<file path="config.mk">
export PLATFORM = sky130hd
export DESIGN_NAME = multi_counter_bank
export DESIGN_NICKNAME = d
export VERILOG_FILES = /design/src/rtl/multi_counter_bank.sv
export SDC_FILE = /design/constraint.sdc
export NUM_CORES = 1
export LEC_CHECK = 0
export ABC_CLOCK_PERIOD_IN_PS = 3300
export BUFFER_PORTS_ARGS = -buffer_cell sky130_fd_sc_hd__buf_2
export CORE_MARGIN = 5
export CORE_UTILIZATION = 50
export CTS_CLUSTER_DIAMETER = 30
export DETAILED_ROUTE_END_ITERATION = 10
export PLACE_DENSITY = 0.84
export SLEW_MARGIN = 20
export SYNTH_ARGS = -nofsm -noshare
export SYNTH_HDL_FRONTEND = slang
export SYNTH_SLANG_ARGS = --single-unit
export TNS_END_PERCENT = 5
</file>
<file path="constraint.sdc">
create_clock -name clk -period 3.3 [get_ports clk]
set_input_delay 0.165 -clock clk [delete_from_list [all_inputs] [get_ports clk]]
set_output_delay 0.165 -clock clk [all_outputs]
set_load 0.05 [all_outputs]
</file>
<file path="src/rtl/multi_counter_bank.sv">
// Bank of NUM_CH independent up/down counters with per-channel limit, wrap/saturate,
// load, terminal-count pulse, sticky overflow and a coherent all-channel snapshot.
module multi_counter_bank #(
  parameter int NUM_CH = 3,
  parameter int WIDTH  = 8
) (
  input  logic                    clk,
  input  logic                    rst_n,
  input  logic [NUM_CH-1:0]       en,
  input  logic [NUM_CH-1:0]       up_dn,
  input  logic [NUM_CH-1:0]       sat_mode,
  input  logic [NUM_CH-1:0]       load,
  input  logic [NUM_CH*WIDTH-1:0] load_val,
  input  logic [NUM_CH*WIDTH-1:0] limit,
  input  logic [NUM_CH-1:0]       ovf_clr,
  input  logic                    snap,
  output logic [NUM_CH*WIDTH-1:0] cnt,
  output logic [NUM_CH-1:0]       tc,
  output logic [NUM_CH-1:0]       ovf,
  output logic [NUM_CH*WIDTH-1:0] snap_cnt,
  output logic                    snap_valid
);

  logic [NUM_CH*WIDTH-1:0] cnt_q, cnt_d;
  logic [NUM_CH*WIDTH-1:0] snap_cnt_q, snap_cnt_d;
  logic [NUM_CH-1:0]       tc_q, tc_d;
  logic [NUM_CH-1:0]       ovf_q, ovf_d;
  logic                    snap_valid_q, snap_valid_d;

  // One enabled step: returns {terminal, next_count}.
  function automatic logic [WIDTH:0] step(input logic [WIDTH-1:0] cur,
                                          input logic [WIDTH-1:0] lim,
                                          input logic             up,
                                          input logic             sat);
    logic [WIDTH:0] r;
    if (up) begin
      if (cur < lim) r = {1'b0, cur + WIDTH'(1)};
      else           r = {1'b1, (sat ? lim : WIDTH'(0))};
    end else begin
      if (cur != '0) r = {1'b0, cur - WIDTH'(1)};
      else           r = {1'b1, (sat ? WIDTH'(0) : lim)};
    end
    return r;
  endfunction

  always_comb begin
    logic [WIDTH:0] res;
    cnt_d        = cnt_q;
    tc_d         = '0;
    ovf_d        = ovf_q;
    res          = '0;
    snap_valid_d = snap;
    snap_cnt_d   = snap ? cnt_q : snap_cnt_q;
    for (int i = 0; i < NUM_CH; i++) begin
      res = '0;
      if (load[i]) begin
        cnt_d[i*WIDTH +: WIDTH] = load_val[i*WIDTH +: WIDTH];
      end else if (en[i]) begin
        res = step(cnt_q[i*WIDTH +: WIDTH], limit[i*WIDTH +: WIDTH], up_dn[i], sat_mode[i]);
        cnt_d[i*WIDTH +: WIDTH] = res[WIDTH-1:0];
      end
      tc_d[i] = res[WIDTH];
      // A terminal event in the same cycle as a clear keeps the flag set.
      ovf_d[i] = res[WIDTH] | (ovf_q[i] & ~ovf_clr[i]);
    end
  end

  always_ff @(posedge clk) begin
    if (!rst_n) begin
      cnt_q        <= '0;
      tc_q         <= '0;
      ovf_q        <= '0;
      snap_cnt_q   <= '0;
      snap_valid_q <= 1'b0;
    end else begin
      cnt_q        <= cnt_d;
      tc_q         <= tc_d;
      ovf_q        <= ovf_d;
      snap_cnt_q   <= snap_cnt_d;
      snap_valid_q <= snap_valid_d;
    end
  end

  assign cnt        = cnt_q;
  assign tc         = tc_q;
  assign ovf        = ovf_q;
  assign snap_cnt   = snap_cnt_q;
  assign snap_valid = snap_valid_q;

endmodule
</file>
======== Yosys cells after proc, flatten, opt, wreduce, memory -nomap -nowiden ========
Index checks and enable logic that the tools add are counted.
word-level totals
  register bits after elaboration ......... 55
  output and inout port bits .............. 55
  logic and storage cells ................. 58
operators by class
  add/subtract/negate cells ............... 6
  magnitude comparators ................... 3
  multiplexer cells ....................... 27
  bitwise operators ....................... 9
  reduce and logical (&&, ||, !) cells .... 6
operators by type and width
  cell                                                                number
  9-bit 2-to-1 mux                                                    15
  8-bit 2-to-1 mux                                                    12
  8-bit by 1-bit adder with 8-bit output, second input constant       3
  8-bit < comparator                                                  3
  8-bit nonzero test                                                  3
  8-bit by 1-bit subtractor with 8-bit output, second input constant  3
  2-bit nonzero test                                                  3
  1-bit AND                                                           3
  1-bit NOT                                                           3
  1-bit OR                                                            3

======== Logic depth before layout (Yosys ltp) ========
  word-level depth ........................ 6
  mapped depth ............................ 10
  mapped depth without buffers ............ 8

======== Worst setup path after synthesis ========
Ideal clock, no wire load.
  kind .................................... register to register
  start point ............................. reg cnt_q[10] (netlist: cnt[10])
  end point ............................... reg cnt_q[12] (netlist: cnt[12])
  arrival ................................. 2.470 ns
  path slack .............................. 0.771 ns
  cell stages (with the launch flop) ...... 9
  clock period less this slack ............ 2.529 ns
  path through ............................ dfxtp_1 > ha_1 > a211o_1 > a31oi_1 > o311a_1 > clkbuf_1 > nand2_1 > a311oi_1 > o221a_2
between the ends
  longest elaborated chain between the ends .. 5
RTL lines
  element                                                                    RTL line  source
  start, declared                                                            24        logic [NUM_CH*WIDTH-1:0] cnt_q, cnt_d;
  start signal, assigned                                                     76        cnt_q <= cnt_d;
  8-bit by 1-bit subtractor with 8-bit output, or another cell as far along  40        if (cur != '0) r = {1'b0, cur - WIDTH'(1)};
  9-bit 2-to-1 mux, on equally long branches                                 40, 37
  9-bit 2-to-1 mux *                                                         36        if (up) begin
  8-bit 2-to-1 mux *                                                         58        end else if (en[i]) begin
  8-bit 2-to-1 mux *                                                         56        if (load[i]) begin
Mark *: on every way between the ends. The rest lies on a longest branch, timed or not. The select of a mux whose other input is x is not followed.
A chain may end at the register's enable or synchronous reset.

======== Final worst setup path ========
  start point ............................. reg cnt_q[18] (netlist: cnt[18])
  end point ............................... reg cnt_q[22] (netlist: cnt[22])
The elaborated chain is that of the path after synthesis.

==> impl_metrics.toml <==
[cts]
ctsHtreeMaxLevel = 2
cts_buffers = 5
cts_tree = "yes"
cts_buffer_depth = 2
root_buffer = "clkbuf_8"
cts.sinks = 55
post_cts_buffers = 0
postCtsResizedCells = 0
ctsHoldBuffers = 0
clkTransAtPathRegs_ns = 0.11
clk_latency_ns = 0.31

[synthesis]
yosysSeqAreaShare = 0.256
ys_seq_elements = 55
synth_edf_count = 0
ys.flop_type = "dfxtp_1"
syn_inst = 554
syn_avg_cell_area_sq_um = 7.77
synth_top_area_frac = 0.256
synth_nets = 650
yosys-top-cells-area = "dfxtp_1 26%, ha_1 8.7%, mux2i_1 8.6%"
yosysWarnings = 0
async_flop_share = 0
syn_area_sq_mm = 0.00431
ys_types = 60
yosysTopAreaCell = "dfxtp_1"

[timing]
setup_violations = 0
max_freq_ghz = 0.361
max_slew_margin = 0.461
hold_violations = 0
rsz0062_at_grt = "false"
period_share = 0.839
drv_slew = 0
finalCriticalPeriod_ns = 2.77
finalSetupTns_ns = 0
worst_pin_slew_ns = 0.808
fin_worst_skew_ns = 0.00741

[power]
p_leak_nw = 2.40
p_per_area_mw_per_mm2 = 385
ir_worst_vdd_v = 0.000222

[worst_setup_path]
startpoint_type = "register"
ff2ff_setup_slack_ns = 0.53
crit_path_max_incr_delay_ns = 0.53
crit_type = "register to register"
timing.rr.start = "cnt[18]"
worstPathRequired_ns = 3.54
cp.arrival_ns = 3.01
r2r-end = "cnt[22]"
worstPathMaxFanout = 15
rr_worst_depth = 7
crit_path_end_kind = "register"
critical_path.cell_chain = "ha_1 -> or4_1 -> a21oi_1 -> o31a_1 -> mux2_2 -> a211o_1 -> o21ai_0"
cp_slowest_cell = "or4_1"

[flow_run]
max_cap_viol_count = 0

[cells_and_area]
area_growth_pct = 15.5
fill_cells = 771
drive_above_1_share = 0.220
nNetsFinal = 735
antenna_cells = 0
final_area_sq_mm = 0.00497

[global_routing]
grt_overflow = 0
grt_usage = 0.240
grt_max_degree = 28
grt_pass1_vias = 4451
grt_most_used_layer = "met2"
grt_pass1_wl_um = 20700
use_met1 = 0.316
antenna_found_initial = 0
met2_usage = 0.393
gr-usage-met3 = 0.0453

[min_path]
hold_class = "input port to register"
min_from = "load_val[16]"
hold_path_depth = 2
hold_end = "cnt[16]"

[detailed_routing]
drc = 0
drt_wl_total_um = 13000
drt_iter0_drc = 340
drtPass1Iterations = 6
ant_nets = 0
routed_via_density = 6.08
avgRoutedWirePerCell_um = 17.4
vias = 4532

[placed_design]
io_buffers = 120
placed_area_sq_mm = 0.00488
dp_hpwl_um = 9660
place_congestion = 0.923

[run_status]
status = "finished, final reports clean"

[floorplan]
die_h_um = 103
die_x_um = 103
core_sq_mm = 0.00830
ios = 121
rows = 33
initial_utilization = 0.519
die-area_sq_mm = 0.0106
==> critical path, delay by kind of cell, from the launching register on <==
family	cells	cell delay, ns
AOI/OAI and AO/OA	4	1.01
adders and majority gates	1	0.28
and+or+nand+nor	1	0.53
muxes	1	0.41
DFF	1	0.47
==> placed cells by master, fill, tap and decap left out, types with 3 or more instances in the layout <==
cell,synthesis,final
buf_2,5,120
dfxtp_1,55,55
nor2_1,53,53
inv_1,37,37
mux2i_1,37,37
ha_1,30,30
nand2_1,29,29
o21ai_0,25,25
a21oi_1,25,25
nor3_1,24,24
nand3_1,24,24
xnor2_1,17,17
xor2_1,13,13
nand2b_1,11,11
a31oi_1,11,11
a311oi_1,9,9
nor3b_1,9,9
and3_1,7,7
nor2b_1,6,6
or3_1,6,6
o311a_1,5,5
clkbuf_8,0,5
a21o_1,4,4
o31ai_1,4,4
mux2_2,4,4
a311o_1,4,4
nand4b_1,4,4
a211oi_1,4,4
nand3b_1,4,4
buf_4,0,4
nand4_1,3,3
a31o_2,3,3
nor4_1,3,3
o21bai_1,3,3
==> sequential cells by signal, summed over array words and instances (netlist names) <==
signal,count
cnt,24
snap_valid,1
snap_cnt,24
ovf,3
tc,3
==> report_power, final <==
group	total [W]	switching, W	leakage (nW)	internal, W
clock network	0.000394	0.000240	0.0454	0.000154
registers	0.000793	0.0000874	0.452	0.000706
logic	0.000727	0.000454	1.90	0.000273
==> synthesized netlist by cell type, drive strengths merged (5+ instances only) <==
cell	n
xor2	13
buf	7
clkbuf	39
and3	7
mux2i	37
nor3b	9
nor2b	6
nand3	24
nor2	53
a311oi	9
inv	37
o21ai	27
a21oi	25
nor3	25
xnor2	17
a31oi	11
nand2	29
or3	6
ha	30
nand2b	11
dfxtp	55
o311a	5
==> worst max-delay path by stage <==
| stage | startpoint | end | slack [ns] | cells after the start |
|---|---|---|---|---|
| 5_1_grt | cnt[18] | cnt[22] | 0.41 | 7 |
| 3_3_place_gp | cnt[18] | cnt[22] | 0.76 | 7 |
| 6_report | cnt[18] | cnt[22] | 0.53 | 7 |
| 3_5_place_dp | cnt[18] | cnt[22] | 0.64 | 7 |
| 4_1_cts | cnt[18] | cnt[22] | 0.59 | 7 |
| 2_1_floorplan | cnt[10] | cnt[12] | 0.77 | 8 |
==> through the flow <==
step                power, W   util  hold slack [ns]  worst slack (ns)  instances
floorplan            0.00133      -            0.304             0.771        554
global placement     0.00150  0.588            0.399             0.760        737
detailed placement   0.00152  0.588            0.407             0.642        737
CTS                  0.00191  0.599           0.0779             0.588        745
global route         0.00203  0.599           0.0854             0.405        745
finish               0.00191  0.599           0.0858             0.531        745
==> per-layer routing <==
metal,wire length [um],share of wire,vias to the layer above
met2,6110,0.47,217
met4,284,0.022,0
met3,1180,0.091,33
met5,0,0,-
li1,-,-,2145
met1,5420,0.42,2137
==> area by class of cell <==
| type | instances | area (sq um) | area share |
|---|---|---|---|
| clock inverters | 2 | 17.5 | 0.00352 |
| clock buffers | 6 | 72.6 | 0.0146 |
| multi-input cells | 415 | 2880 | 0.578 |
| inverters | 38 | 143 | 0.0287 |
| flip-flops and latches | 55 | 1100 | 0.221 |
| well taps | 105 | 131 | 0.0264 |
| repair buffers | 124 | 631 | 0.127 |
==> logic make-up after synthesis <==
group	after synthesis	synth area share
compound gates	121	0.193
xor+xnor	30	0.0610
fa+ha+maj	30	0.0872
buf+inv	84	0.0764
flops	55	0.256
mux	41	0.0965
simple gates	193	0.230
Power figures use the tool's default switching activity.
